`src/rtl/tag_dir_pkg.sv`:
```
// Shared sizes and types for the directory tag SRAM front end.
// One SRAM row holds WAYS entries of {valid, tag}, with way 0 in the LSBs.
package tag_dir_pkg;
  localparam int SETS       = 1024;
  localparam int WAYS       = 8;
  localparam int ENTRY_W    = 20;
  localparam int TAG_W      = ENTRY_W - 1;
  localparam int SET_W      = $clog2(SETS);
  localparam int WAY_W      = $clog2(WAYS);
  localparam int ROW_W      = WAYS * ENTRY_W;
  localparam int RESP_DEPTH = 2;
  localparam int MAX_WSTALL = 4;
  localparam int FIFO_CNT_W = $clog2(RESP_DEPTH + 1);
  localparam int STALL_W    = $clog2(MAX_WSTALL + 1);

  typedef struct packed {
    logic             valid;
    logic [TAG_W-1:0] tag;
  } tag_entry_t;

  typedef struct packed {
    logic             hit;
    logic [WAY_W-1:0] way;
    logic             multi;
    logic [ROW_W-1:0] entries;
  } tag_resp_t;

  // Lowest set bit wins; returns 0 when nothing is set.
  function automatic logic [WAY_W-1:0] lowest_way(input logic [WAYS-1:0] v);
    logic [WAY_W-1:0] res;
    res = '0;
    for (int i = WAYS - 1; i >= 0; i--) begin
      if (v[i]) res = WAY_W'(i);
    end
    return res;
  endfunction
endpackage

```
`src/rtl/tag_resp_fifo.sv`:
```
// Small circular response FIFO with occupancy count.
// Enqueue alongside dequeue is accepted even when full.
module tag_resp_fifo #(
  parameter  int WIDTH = 8,
  parameter  int DEPTH = 2,
  localparam int CNT_W = $clog2(DEPTH + 1)
) (
  input  logic             clock,
  input  logic             reset,
  input  logic             enq,
  input  logic [WIDTH-1:0] enq_data,
  input  logic             deq,
  output logic [WIDTH-1:0] deq_data,
  output logic             not_empty,
  output logic [CNT_W-1:0] count
);
  localparam int PTR_W = (DEPTH > 1) ? $clog2(DEPTH) : 1;

  logic [WIDTH-1:0] mem_q [DEPTH];
  logic [WIDTH-1:0] mem_d [DEPTH];
  logic [PTR_W-1:0] rd_ptr_q, rd_ptr_d, wr_ptr_q, wr_ptr_d;
  logic [CNT_W-1:0] cnt_q, cnt_d;
  logic             do_enq, do_deq;

  function automatic logic [PTR_W-1:0] bump(input logic [PTR_W-1:0] p);
    return (p == PTR_W'(DEPTH - 1)) ? '0 : p + PTR_W'(1);
  endfunction

  assign do_deq    = deq & (cnt_q != '0);
  assign do_enq    = enq & ((cnt_q != CNT_W'(DEPTH)) | do_deq);
  assign deq_data  = mem_q[rd_ptr_q];
  assign not_empty = (cnt_q != '0);
  assign count     = cnt_q;

  always_comb begin
    mem_d    = mem_q;
    rd_ptr_d = do_deq ? bump(rd_ptr_q) : rd_ptr_q;
    wr_ptr_d = do_enq ? bump(wr_ptr_q) : wr_ptr_q;
    cnt_d    = cnt_q + CNT_W'(do_enq) - CNT_W'(do_deq);
    if (do_enq) mem_d[wr_ptr_q] = enq_data;
  end

  always_ff @(posedge clock or negedge reset) begin
    if (!reset) begin
      rd_ptr_q <= '0;
      wr_ptr_q <= '0;
      cnt_q    <= '0;
      for (int i = 0; i < DEPTH; i++) mem_q[i] <= '0;
    end else begin
      rd_ptr_q <= rd_ptr_d;
      wr_ptr_q <= wr_ptr_d;
      cnt_q    <= cnt_d;
      mem_q    <= mem_d;
    end
  end
endmodule

```
`src/rtl/tag_read_ctrl.sv`:
```
// Directory tag SRAM front end: arbitrates tag writes against lookups,
// issues reads under a response credit, matches the returned set and queues results.
module tag_read_ctrl
  import tag_dir_pkg::*;
(
  input  logic               clock,
  input  logic               reset,
  input  logic               io_req_valid,
  output logic               io_req_ready,
  input  logic [SET_W-1:0]   io_req_bits_set,
  input  logic [TAG_W-1:0]   io_req_bits_tag,
  output logic               io_resp_valid,
  input  logic               io_resp_ready,
  output logic               io_resp_bits_hit,
  output logic [WAY_W-1:0]   io_resp_bits_way,
  output logic               io_resp_bits_multi,
  output logic [ROW_W-1:0]   io_resp_bits_entries,
  input  logic               io_tagw_valid,
  output logic               io_tagw_ready,
  input  logic [SET_W-1:0]   io_tagw_bits_set,
  input  logic [ROW_W-1:0]   io_tagw_bits_data,
  input  logic [WAYS-1:0]    io_tagw_bits_waymask,
  output logic               sram_rreq_valid,
  output logic [SET_W-1:0]   sram_rreq_setIdx,
  input  logic [ROW_W-1:0]   sram_rdata,
  output logic               sram_wreq_valid,
  output logic [SET_W-1:0]   sram_wreq_setIdx,
  output logic [ROW_W-1:0]   sram_wreq_data,
  output logic [WAYS-1:0]    sram_wreq_waymask
);
  localparam int CRED_W = FIFO_CNT_W + 1;

  logic                  active_q, active_d;
  logic                  pend_valid_q, pend_valid_d;
  logic [SET_W-1:0]      pend_set_q, pend_set_d;
  logic [TAG_W-1:0]      pend_tag_q, pend_tag_d;
  logic                  s1_valid_q, s1_valid_d;
  logic [TAG_W-1:0]      s1_tag_q, s1_tag_d;
  logic [STALL_W-1:0]    wstall_q, wstall_d;

  logic                  force_read, req_fire, resp_fire, lk_valid, can_issue, issue;
  logic [SET_W-1:0]      lk_set;
  logic [TAG_W-1:0]      lk_tag;
  logic [FIFO_CNT_W-1:0] fifo_cnt;
  logic [CRED_W-1:0]     credit_used;
  logic [WAYS-1:0]       hit_w;
  tag_resp_t             s1_resp, head;

  assign force_read      = (wstall_q >= STALL_W'(MAX_WSTALL));
  assign io_tagw_ready   = active_q & ~force_read;
  assign sram_wreq_valid = io_tagw_valid & io_tagw_ready;
  assign sram_wreq_setIdx  = sram_wreq_valid ? io_tagw_bits_set     : '0;
  assign sram_wreq_data    = sram_wreq_valid ? io_tagw_bits_data    : '0;
  assign sram_wreq_waymask = sram_wreq_valid ? io_tagw_bits_waymask : '0;

  assign io_req_ready = active_q & ~pend_valid_q;
  assign req_fire     = io_req_valid & io_req_ready;
  assign resp_fire    = io_resp_valid & io_resp_ready;
  assign lk_valid     = pend_valid_q | req_fire;
  assign lk_set       = pend_valid_q ? pend_set_q : io_req_bits_set;
  assign lk_tag       = pend_valid_q ? pend_tag_q : io_req_bits_tag;

  // Entries already committed to the FIFO path, net of the one leaving this cycle.
  assign credit_used = {1'b0, fifo_cnt} + CRED_W'(s1_valid_q) - CRED_W'(resp_fire);
  assign can_issue   = (credit_used < CRED_W'(RESP_DEPTH));
  assign issue       = lk_valid & can_issue & ~sram_wreq_valid;

  assign sram_rreq_valid  = issue;
  assign sram_rreq_setIdx = issue ? lk_set : '0;

  always_comb begin
    active_d     = 1'b1;
    pend_valid_d = pend_valid_q;
    pend_set_d   = pend_set_q;
    pend_tag_d   = pend_tag_q;
    if (req_fire && !issue) begin
      pend_valid_d = 1'b1;
      pend_set_d   = io_req_bits_set;
      pend_tag_d   = io_req_bits_tag;
    end else if (pend_valid_q && issue) begin
      pend_valid_d = 1'b0;
    end
    s1_valid_d = issue;
    s1_tag_d   = issue ? lk_tag : s1_tag_q;
    wstall_d   = wstall_q;
    if (issue)                               wstall_d = '0;
    else if (pend_valid_q && sram_wreq_valid) wstall_d = wstall_q + STALL_W'(1);
  end

  always_ff @(posedge clock or negedge reset) begin
    if (!reset) begin
      active_q     <= 1'b0;
      pend_valid_q <= 1'b0;
      pend_set_q   <= '0;
      pend_tag_q   <= '0;
      s1_valid_q   <= 1'b0;
      s1_tag_q     <= '0;
      wstall_q     <= '0;
    end else begin
      active_q     <= active_d;
      pend_valid_q <= pend_valid_d;
      pend_set_q   <= pend_set_d;
      pend_tag_q   <= pend_tag_d;
      s1_valid_q   <= s1_valid_d;
      s1_tag_q     <= s1_tag_d;
      wstall_q     <= wstall_d;
    end
  end

  for (genvar gi = 0; gi < WAYS; gi++) begin : g_match
    tag_entry_t entry;
    assign entry     = sram_rdata[gi*ENTRY_W +: ENTRY_W];
    assign hit_w[gi] = entry.valid & (entry.tag == s1_tag_q);
  end

  always_comb begin
    s1_resp.hit     = |hit_w;
    s1_resp.way     = lowest_way(hit_w);
    s1_resp.multi   = |(hit_w & (hit_w - WAYS'(1)));
    s1_resp.entries = sram_rdata;
  end

  tag_resp_fifo #(
    .WIDTH ($bits(tag_resp_t)),
    .DEPTH (RESP_DEPTH)
  ) u_resp_fifo (
    .clock     (clock),
    .reset     (reset),
    .enq       (s1_valid_q),
    .enq_data  (s1_resp),
    .deq       (resp_fire),
    .deq_data  (head),
    .not_empty (io_resp_valid),
    .count     (fifo_cnt)
  );

  assign io_resp_bits_hit     = head.hit;
  assign io_resp_bits_way     = head.way;
  assign io_resp_bits_multi   = head.multi;
  assign io_resp_bits_entries = head.entries;
endmodule

```
`config.mk`:
```
export PLATFORM = sky130hd
export DESIGN_NAME = tag_read_ctrl
export DESIGN_NICKNAME = d
export VERILOG_FILES = /design/src/rtl/tag_dir_pkg.sv /design/src/rtl/tag_resp_fifo.sv /design/src/rtl/tag_read_ctrl.sv
export SDC_FILE = /design/constraint.sdc
export NUM_CORES = 1
export LEC_CHECK = 0
export ABC_CLOCK_PERIOD_IN_PS = 4700
export BUFFER_PORTS_ARGS = -buffer_cell sky130_fd_sc_hd__buf_4
export CELL_PAD_IN_SITES_DETAIL_PLACEMENT = 1
export CELL_PAD_IN_SITES_GLOBAL_PLACEMENT = 2
export CORE_AREA = 10 10 279 281
export CTS_BUF_LIST = sky130_fd_sc_hd__clkbuf_4
export DETAILED_ROUTE_END_ITERATION = 10
export DIE_AREA = 0 0 289 291
export PLACE_DENSITY_LB_ADDON = 0.1
export SKIP_LAST_GASP = 1
export SLEW_MARGIN = 25
export SYNTH_ARGS = -nofsm -noshare
export SYNTH_HDL_FRONTEND = slang
export SYNTH_HIERARCHICAL = 1
export SYNTH_SLANG_ARGS = --single-unit
```
`constraint.sdc`:
```
create_clock -name clock -period 4.7 [get_ports clock]
set_input_delay 0.705 -clock clock [delete_from_list [all_inputs] [get_ports clock]]
set_output_delay 0.705 -clock clock [all_outputs]
set_load 0.05 [all_outputs]
```
==> impl_metrics.yaml, run 1 <==
outcome:
  outcome: "completed"
power_and_ir_drop:
  internal_power_w: 0.01137
  total_power_w: 0.02296
  p_leak_nw: 13.64
  p_sw_w: 0.01159
  p_seq_share_pct: 27.4
  powerDensity_nw_per_um2: 823.2
  p_comb_share_pct: 58.9
  peakVddDrop_mv: 0.5277
  clockPowerShare_pct: 13.7
  sw_frac_of_total_pct: 50.49
clock_network:
  numCtsBuffers: 107
  clock-sinks: 388
  clockRootBuffer: "clkbuf_4"
  htree_num_levels: 3
  cts_tree: "yes"
  clk_path_buf_depth: 3
  insertion_delay_ps: 850
  path_clk_slew_ps: 70
floorplanning:
  io_pins: 730
  coreArea_um2: 72340
  num_rows: 99
  die_area_um2: 84100
  die_w_um: 289
  die_y_um: 291
  start_util_pct: 28.12
logic_synthesis:
  avgSynthCellArea_um2: 11.49
  yosysWarnings: 6
  yosys.area.top_type: "dfrtp_1"
  synth_area_um2: 20340
  ys_seq_area_share_pct: 47.72
  synthDistinctLibCells: 42
  synthDominantCellAreaShare_pct: 47.72
  ys_async_sr_fraction_pct: 100.0
  synthTopCellsByArea: "dfrtp_1 48%, o2bb2ai_1 12%, mux2_2 12%"
  syn-instance-count: 1770
  synth-main-ff-cell: "dfrtp_1"
  synth_edf_count: 0
  ys_ff_latch: 388
  synth_nets: 2147
critical_path:
  worstSetupStartpointType: "flip-flop"
  path_buf_inv: 2
  critPathSlowestCell: "dfrtp_2"
  cpLargestDelayFamily: "simple AND/OR/NAND/NOR gates"
  cp.required_ps: 3990
  max_stage_delay_ps: 450
  crit_type: "flip-flop to output port"
  crit_path_start: "u_resp_fifo/count[1]$_DFF_PN0_"
  crit_fanout: 6
  endpoint_kind: "output port"
  cpMostUsedCell: "buf_4"
  worstPathCellList: "or2_2 -> and2_1 -> ha_1 -> nand2b_1 -> fa_2 -> xnor2_2 -> nand3_2 -> or2_4 -> buf_4 -> nor2_1 -> buf_4"
  worst_ep_arrival_time_ps: 3760
  r2r_start: "u_resp_fifo/count[1]$_DFF_PN0_"
placement:
  gp_congestion: 0.9348
  hpwl_um: 89910
  port-buffer-count: 729
  numPlacedInstances: 3314
  place_ws_ps: 746.2
layout:
  seq_area_um2: 9717
  multi_input_area_um2: 9648
  area_growth_pct: 37.10
  nets: 2847
  final_cells: 3520
  final_layout_size_suffix_gt1_share_pct: 47.06
  n_fill_cell: 8095
global_route:
  grt-busiest-layer: "met2"
  grt_pass1_vias: 20110
  grt_max_degree: 180
  groute.layer.met1.usage_pct: 33.85
  antenna_found_initial: 42
  met2_usage_pct: 47.20
  grt_pass1_wl_um: 162600
  overflow: 0
  track_usage_pct: 27.20
  use_met3_pct: 6.046
min_path:
  hold_class: "primary input to flip-flop"
  min_from: "io_req_bits_set[4]"
timing:
  period_minus_slack_ps: 4467
  setup_violations: 0
  fin_crit_sh_pct: 95.04
  whs_ps: 113.1
  setup_ws_ps: 233.1
  fmax_ghz: 0.2239
  rsz0062_at_grt: "false"
  slew_viol_final: 0
  final_hold_viol_count: 0
  relSlewSlack_pct: 23.29
  finalSetupTns_ps: 0
  worstMarginPinSlew_ps: 1151
  clock_skew_ps: 32.06
detailed_routing:
  dr.pass1.iters: 5
  drtIter0Drc: 1077
  post_drt_via_cell_ratio: 5.160
  routedWlPerCell_um: 33.58
  drtAntennaViolNets: 0
  vias: 18160
  wl_um: 118200
  drc: 0
run:
  cap_violations: 0
==> cell type report <==
class | instances | share of cell area (%)
repair buffers | 768 | 21.24
flip-flops and latches | 388 | 34.84
clock buffers | 160 | 4.306
well taps | 959 | 4.302
clock inverters | 31 | 0.5787
inverters | 5 | 0.06729
multi-input cells | 1200 | 34.59
diodes | 9 | 0.08074
==> sequential cells by signal (all words and copies together) (netlist names), 2 cells and up <==
name and count:
pend_tag_q 19, u_resp_fifo/mem_q 330, pend_set_q 10, u_resp_fifo/count 2, s1_tag_q 19, wstall_q 3
==> synthesized netlist by cell type, types with 2 or more instances <==
library cell    n
a21boi_0        3
a31oi_1         2
and2_1          4
and3_1        179
buf_1           3
buf_2          45
buf_4           5
buf_6          37
buf_8           2
clkbuf_1       86
dfrtp_1       388
ha_1            4
inv_1           5
mux2_2        214
mux2i_1        29
nand2_1       183
nand2b_1        2
nand3_1         6
nand4_1        24
nor2_1         17
nor2b_1         4
nor3_1          2
nor4_1         21
o21ai_0        22
o2bb2ai_1     280
o2bb2ai_2      30
or2_2           3
xnor2_1        72
xor2_1         85
==> layout by cell type (no fill, tap or decap), types with 2 or more instances in the layout <==
cell type	instances
a21boi_0	3
a31oi_1	2
and2_1	4
and3_1	179
buf_12	11
buf_4	752
buf_6	3
clkbuf_4	160
clkinv_1	23
clkinv_2	4
dfrtp_1	384
dfrtp_2	3
diode_2	9
ha_1	4
inv_1	5
inv_6	2
mux2_2	214
mux2i_1	29
nand2_1	182
nand2b_4	2
nand3_1	5
nand4_1	24
nor2_1	15
nor2_2	2
nor2b_1	3
nor3_1	2
nor4_1	21
o21ai_0	22
o2bb2ai_1	280
o2bb2ai_2	30
or2_2	3
xnor2_1	71
xor2_1	85
==> worst register-to-register path: cells and delay by family (launching register included) <==
family | cells | cell delay (ps)
adders and majority gates | 2 | 670
xor gates and xnor gates | 1 | 150
DFF | 1 | 450
and+or+nand+nor | 5 | 1360
muxes | 1 | 360
buffers and inverters | 1 | 260
==> metrics by stage <==
stage	instance area (um2)	util, %
CTS	27790	38.42
global placement	26400	36.50
global route	27890	38.55
finish	27890	38.56
detailed placement	26410	36.51
floorplan	20340	-
==> path summary, 6_finish.rpt <==
check	to	slack, ps	depth (start not counted)
worst max register to register	pend_set_q[1]$_DFFE_PN0P_	1310	10
min in group asynchronous	u_resp_fifo/mem_q[71]$_DFFE_PN0P_	420	2
worst max-delay path	sram_rreq_setIdx[7]	230	11
max in group asynchronous	u_resp_fifo/mem_q[142]$_DFFE_PN0P_	3140	3
worst min register to register	u_resp_fifo/mem_q[67]$_DFFE_PN0P_	480	1
worst min-delay path	pend_set_q[4]$_DFFE_PN0P_	110	2
==> repair_timing <==
item,CTS,global route
pin swaps,0,3
gates cloned,0,1
resized for setup,1,9
hold buffers,1,0
endpoints found under the setup margin,11,11
endpoints found under the hold margin,63,0
buffers inserted,0,4
==> routing by layer <==
| metal | routed length, um | vias up |
|---|---|---|
| li1 | - | 7894 |
| met1 | 48940 | 9434 |
| met2 | 60130 | 709 |
| met3 | 6949 | 115 |
| met4 | 2128 | 10 |
| met5 | 72 | - |
==> power groups by stage <==
stage / Clock [W] / Combinational, W / Sequential (W)
after global placement: 0 / 0.0134 / 0.00620
final: 0.00315 / 0.0135 / 0.00630
after detailed placement: 0 / 0.0135 / 0.00629
after global routing: 0.00344 / 0.0142 / 0.00648
after CTS: 0.00326 / 0.0136 / 0.00627
after floorplan: 0 / 0.00953 / 0.00557
==> kinds of logic (layout without fill, tap and decap cells) <==
family	Yosys count	after routing	share of synthesized area, %
fa+ha+maj	7	7	0.4490
flops	388	388	47.72
simple gates	449	450	11.37
compound gates	342	342	15.19
mux	243	243	13.27
buf+inv	183	964	5.221
xor+xnor	157	157	6.759
other cells	1	10	0.01843
(Power assumes the default switching activity.)
==> run 2: changes to the inputs <==
Settings changed: ABC_CLOCK_PERIOD_IN_PS 4700 to 3800, CORE_AREA 10 10 279 281 to not set, CORE_MARGIN set to 10, CORE_UTILIZATION set to 29, DIE_AREA 0 0 289 291 to not set, SLEW_MARGIN 25 to 15.
Clock period 4.7 ns to 3.8 ns, I/O delays scaled along.
==> impl_metrics.yaml, run 2 (synthesized netlist as in run 1, its figures left out) <==
outcome:
  outcome: "complete, but fails checks"
  failed_checks: "negative setup slack"
critical_path:
  critPathCapture: "pend_tag_q[4]$_DFFE_PN0P_"
  endpoint_kind: "flip-flop"
  cp.required_ps: 4520
  worst_ep_arrival_time_ps: 4700
  crit_path_start: "u_resp_fifo/count[1]$_DFF_PN0_"
  crit_fanout: 7
  r2r_slack_ps: -170
  r2r_start: "u_resp_fifo/count[1]$_DFF_PN0_"
  crit_type: "flip-flop to flip-flop"
  r2r-end: "pend_tag_q[4]$_DFFE_PN0P_"
  worstSetupStartpointType: "flip-flop"
  rr_worst_depth: 21
floorplanning:
  die_area_um2: 81150
  num_rows: 97
  coreArea_um2: 69790
  start_util_pct: 29.15
  die_w_um: 284.9
  die_y_um: 284.9
  io_pins: 730
clock_network:
  path_clk_slew_ps: 70
  clk_path_buf_depth: 3
  insertion_delay_ps: 890
  cts_tree: "yes"
  clock-sinks: 388
  numCtsBuffers: 110
  htree_num_levels: 3
  clockRootBuffer: "clkbuf_4"
layout:
  nets: 3086
  final_common_cell: "buf_4"
  top_regs: "u_resp_fifo/mem_q: 330 flops, pend_tag_q: 19 flops, s1_tag_q: 19 flops"
  regMostFlops: "u_resp_fifo/mem_q"
  final_cell_mix: "780 x buf_4, 386 x dfrtp_1, 280 x o2bb2ai_1"
  area_growth_pct: 49.99
  largest_register_ffs: 330
  final_layout_size_suffix_gt1_share_pct: 45.17
power_and_ir_drop:
  internal_power_w: 0.01476
  p_leak_nw: 14.79
  p_comb_share_pct: 60.5
  sw_frac_of_total_pct: 49.65
  clockPowerShare_pct: 13.4
  powerDensity_nw_per_um2: 960.9
  peakVddDrop_mv: 0.7300
  p_seq_share_pct: 26.1
  p_sw_w: 0.01456
timing:
  setup_violations: 40
  relSlewSlack_pct: 33.06
  setup_ws_ps: -173.8
  worstMarginPinSlew_ps: 976.2
  rsz0062_at_grt: "true"
  clock_skew_ps: 57.47
  period_minus_slack_ps: 3974
  whs_ps: 88.45
  fmax_ghz: 0.2516
  final_hold_viol_count: 0
  fin_crit_sh_pct: 104.6
  finalSetupTns_ps: -5000
  slew_viol_final: 0
global_route:
  overflow: 0
  grt_pass1_wl_um: 161800
  grt_max_degree: 156
  antenna_found_initial: 27
  track_usage_pct: 27.13
  grt_pass1_vias: 20900
detailed_routing:
  routedWlPerCell_um: 30.71
  route.met2.wl_um: 53820
  vias: 19090
  dr.pass1.iters: 5
  drtAntennaViolNets: 0
  wl_um: 115200
  post_drt_via_cell_ratio: 5.088
  wl_met1_um: 52160
  highest_layer: "met5"
  drc: 0
  drtIter0Drc: 1189
  wl_met3_um: 7795
min_path:
  hold_class: "primary input to flip-flop"
  min_path_cells: 3
placement:
  port-buffer-count: 729
  hpwl_um: 84740
  gp_congestion: 0.9054
run:
  cap_violations: 0
## run 2: metal layers
layer	vias to the layer above	track usage [%]
li1	8409	-
met1	9910	36.95
met2	636	43.21
met3	117	7.341
met4	14	4.233
met5	-	0
## run 2: area by class of cell
class                      instances  area, um2
fill                            7703      39270
inverter                           5      21.27
clock inverter                    31      128.9
multi-input combinational       1199       9733
clock buffer                     166       1246
sequential                       388       9714
timing repair buffer            1005       8453
tap                              940       1176
antenna                           17      42.54
## run 2: what timing repair did
item / 4_1_cts / 5_1_grt
endpoints found under the hold margin: 423 / 1
gates cloned: 3 / 3
setup endpoints to repair: 11 / 40
hold buffers: 189 / 1
resized for setup: 30 / 13
pin swaps: 9 / 2
buffers inserted: 20 / 2
## run 2: worst min path at each step
stage,to,slack (ps),startpoint
4_1_cts,u_resp_fifo/mem_q[318]$_DFFE_PN0P_,0.3,sram_rdata[153]
3_5_place_dp,u_resp_fifo/mem_q[113]$_DFFE_PN0P_,470,u_resp_fifo/mem_q[113]$_DFFE_PN0P_
5_1_grt,pend_valid_q$_DFFE_PN0P_,30,io_req_valid
2_1_floorplan,active_q$_DFF_PN0_,270,reset
6_report,pend_valid_q$_DFFE_PN0P_,90,io_req_valid
3_3_place_gp,u_resp_fifo/mem_q[98]$_DFFE_PN0P_,460,u_resp_fifo/mem_q[98]$_DFFE_PN0P_
## run 2: metrics by stage
stage                     setup slack [ps]  std cells  utilization, %  area (um2)  power (W)
after CTS                           -205.6       3728           43.48       30340    0.02942
after global routing                -305.0       3746           43.71       30500    0.03075
final                               -173.8       3751           43.73       30520    0.02932
after detailed placement             220.9       3319           38.28       26710    0.02462
after global placement               236.2       3319           38.28       26710    0.02437
after floorplan                      55.71       1770               -       20420    0.01876
## run 2: critical path, cell delays in order, from the launching register on
cell and delay, ps:
dfrtp_1 380, or2_4 230, and2_4 150, ha_4 200, nand2b_4 130, fa_2 540
nand3_2 90, buf_4 150, buf_4 130, buf_4 120, buf_4 120, buf_4 120
buf_4 120, buf_4 120, buf_4 120, buf_4 120, buf_4 130, buf_4 120
buf_4 120, and3_4 190, clkbuf_16 180, mux2_2 270
## run 2: power by group through the flow
stage / Clock [W] / Combinational, W / Sequential (W)
global placement: 0 / 0.0168 / 0.00755
global route: 0.00429 / 0.0186 / 0.00789
finish: 0.00392 / 0.0177 / 0.00766
detailed placement: 0 / 0.0170 / 0.00766
floorplan: 0 / 0.0119 / 0.00689
CTS: 0.00404 / 0.0177 / 0.00764
==> run 3: changes to the inputs <==
Settings changed: ABC_CLOCK_PERIOD_IN_PS 3800 to 4970, CORE_AREA set to 10 10 272 274, CORE_MARGIN 10 to not set, CORE_UTILIZATION 29 to not set, DIE_AREA set to 0 0 282 284, SYNTH_HIERARCHICAL 1 to not set.
Clock period 3.8 ns to 4.97 ns, I/O delays scaled along.
==> impl_metrics.yaml, run 3 <==
timing:
  worstMarginPinSlew_ps: 1101
  setup_ws_ps: 489.8
  fmax_ghz: 0.2232
  fin_crit_sh_pct: 90.14
  rsz0062_at_grt: "false"
  final_hold_viol_count: 0
  clock_skew_ps: 45.18
  finalSetupTns_ps: 0
  slew_viol_final: 0
  relSlewSlack_pct: 26.60
  setup_violations: 0
  period_minus_slack_ps: 4480
min_path:
  hold_end: "u_resp_fifo.mem_q[10]$_DFFE_PN0P_"
  min_from: "sram_rdata[10]"
  hold_class: "primary input to flip-flop"
  min_path_cells: 3
placement:
  gp_congestion: 1.079
  place_ws_ps: 1073
  port-buffer-count: 729
  hpwl_um: 96620
  numPlacedInstances: 3782
layout:
  top_regs: "u_resp_fifo.mem_q: 330 flops, pend_tag_q: 19 flops, s1_tag_q: 19 flops"
  final_cell_mix: "1004 x nand2_1, 746 x buf_4, 386 x dfrtp_1"
  final_cells: 3997
  regMostFlops: "u_resp_fifo.mem_q"
  final_layout_size_suffix_gt1_share_pct: 37.60
  largest_register_ffs: 330
  n_fill_cell: 8091
  nets: 3393
  area_growth_pct: 37.81
  fin_util_pct: 41.39
  final_common_cell: "nand2_1"
floorplanning:
  io_pins: 730
  coreArea_um2: 68350
  num_rows: 96
  die_area_um2: 80090
  die_y_um: 284
  start_util_pct: 30.03
  die_w_um: 282
run:
  cap_violations: 0
logic_synthesis:
  avgSynthCellArea_um2: 8.906
  ys_async_sr_fraction_pct: 100.0
  synthDominantCellAreaShare_pct: 47.30
  yosysWarnings: 0
  yosys.area.top_type: "dfrtp_1"
  synth_common_cells: "1005 x nand2_1, 388 x dfrtp_1, 198 x mux2_2"
  ys_ff_latch: 388
  ys_seq_area_share_pct: 47.30
  synth_nets: 2682
  synth_area_um2: 20530
  synthTopCellsByArea: "dfrtp_1 47%, nand2_1 18%, mux2_2 11%"
  synth_edf_count: 0
  synth_most_common_cell: "nand2_1"
  synth-main-ff-cell: "dfrtp_1"
  syn-instance-count: 2305
  synthDistinctLibCells: 43
detailed_routing:
  drc: 0
  vias: 20390
  dr.pass1.iters: 7
  post_drt_via_cell_ratio: 5.100
  routedWlPerCell_um: 30.92
  drtIter0Drc: 1292
  route.met2.wl_um: 62210
  wl_um: 123600
  drtAntennaViolNets: 0
  wl_met1_um: 49610
  highest_layer: "met5"
  wl_met3_um: 8575
critical_path:
  r2r_slack_ps: 1690
  crit_type: "flip-flop to output port"
  endpoint_kind: "output port"
  r2r-end: "pend_tag_q[12]$_DFFE_PN0P_"
  worstPathCellList: "inv_2 -> nand2_1 -> and2_1 -> ha_1 -> inv_1 -> nand2_1 -> fa_1 -> xnor2_1 -> nand3_1 -> or2_1 -> inv_1 -> buf_4"
  worst_ep_arrival_time_ps: 3730
  max_stage_delay_ps: 490
  r2r_start: "u_resp_fifo.count[1]$_DFF_PN0_"
  critPathSlowestCell: "or2_1"
  worstSetupStartpointType: "flip-flop"
  rr_worst_depth: 12
  crit_fanout: 13
  cp.required_ps: 4220
clock_network:
  htree_num_levels: 3
  path_clk_slew_ps: 60
  insertion_delay_ps: 880
  clk_path_buf_depth: 3
  clock-sinks: 388
  clockRootBuffer: "clkbuf_4"
  numCtsBuffers: 109
  cts_tree: "yes"
global_route:
  grt_max_degree: 181
  grt_pass1_vias: 22310
  track_usage_pct: 30.11
  grt_pass1_wl_um: 172200
  overflow: 0
  antenna_found_initial: 46
power_and_ir_drop:
  peakVddDrop_mv: 0.4455
  powerDensity_nw_per_um2: 717.7
  p_leak_nw: 15.43
  total_power_w: 0.02030
outcome:
  outcome: "completed"
[run 3: changes by cell type after synthesis, sizes merged, moves of 8 or more]
cell | before | now
nand4 | 24 | 33
xor2 | 85 | 98
nor4 | 21 | 38
nand2 | 183 | 1005
clkbuf | 86 | 104
xnor2 | 72 | 57
mux2 | 214 | 198
nand3 | 7 | 15
buf | 92 | 58
o2bb2ai | 310 | 0
nor4b | 0 | 18
[run 3: worst max-delay path: cells and delay by family, from the launching register on]
kind | cells | cell delay, ps
buf+inv | 4 | 640
xor+xnor | 1 | 210
simple gates | 5 | 930
fa+ha+maj | 2 | 680
flops | 1 | 420
[run 3: layer usage]
layer	vias to the layer above	global-route usage, %
met3	182	7.859
met4	16	7.956
met5	-	0
met1	10420	36.15
li1	9014	-
met2	750	52.27
[run 3: layout make-up]
type                       instances  area, um2  share of cell area [%]
multi-input combinational       1748      10060                   35.57
sequential                       388       9714                   34.34
clock inverter                    17      151.4                  0.5352
inverter                           7      26.28                 0.09288
tap                              882       1104                   3.901
clock buffer                     176       1321                   4.671
timing repair buffer             762       5866                   20.74
antenna                           17      42.54                  0.1504
[run 3: report_power, final]
| group | total (W) | switching (W) | leakage (nW) | internal [W] |
|---|---|---|---|---|
| clock | 0.00318 | 0.00144 | 0.876 | 0.00174 |
| sequential | 0.00574 | 0.00121 | 4.89 | 0.00453 |
| combinational | 0.0114 | 0.00766 | 9.67 | 0.00372 |
[run 3: worst max-delay path by stage]
stage                                   startpoint             endpoint  slack (ps)
floorplan           u_resp_fifo.count[1]$_DFF_PN0_  sram_rreq_setIdx[0]         860
global placement                     io_resp_ready      sram_rreq_valid        1120
detailed placement                   io_resp_ready      sram_rreq_valid        1070
CTS                 u_resp_fifo.count[1]$_DFF_PN0_      sram_rreq_valid         360
global route        u_resp_fifo.count[1]$_DFF_PN0_      sram_rreq_valid         120
finish              u_resp_fifo.count[1]$_DFF_PN0_      sram_rreq_valid         490
[run 3: what timing repair did]
item / CTS / global route
resized for setup: 0 / 0
endpoints found under the hold margin: 87 / 0
hold buffers: 5 / 0
buffers inserted: 0 / 0
[run 3: cell families after synthesis]
| logic type | count (synthesis) | share of synthesized area [%] |
|---|---|---|
| xor gates and xnor gates | 155 | 6.943 |
| and+or+nand+nor | 1324 | 28.20 |
| other | 1 | 0.01827 |
| DFF | 388 | 47.30 |
| AOI/OAI and AO/OA | 34 | 0.9631 |
| adders and majority gates | 7 | 0.4511 |
| muxes | 227 | 12.28 |
| buffers and inverters | 169 | 3.846 |
[run 3: per-stage QoR]
stage	instance area (um2)	hold WS [ps]
floorplan	20530	440.1
global placement	26720	451.4
detailed placement	26720	457.0
CTS	28250	1.183
global route	28260	11.19
finish	28290	95.57
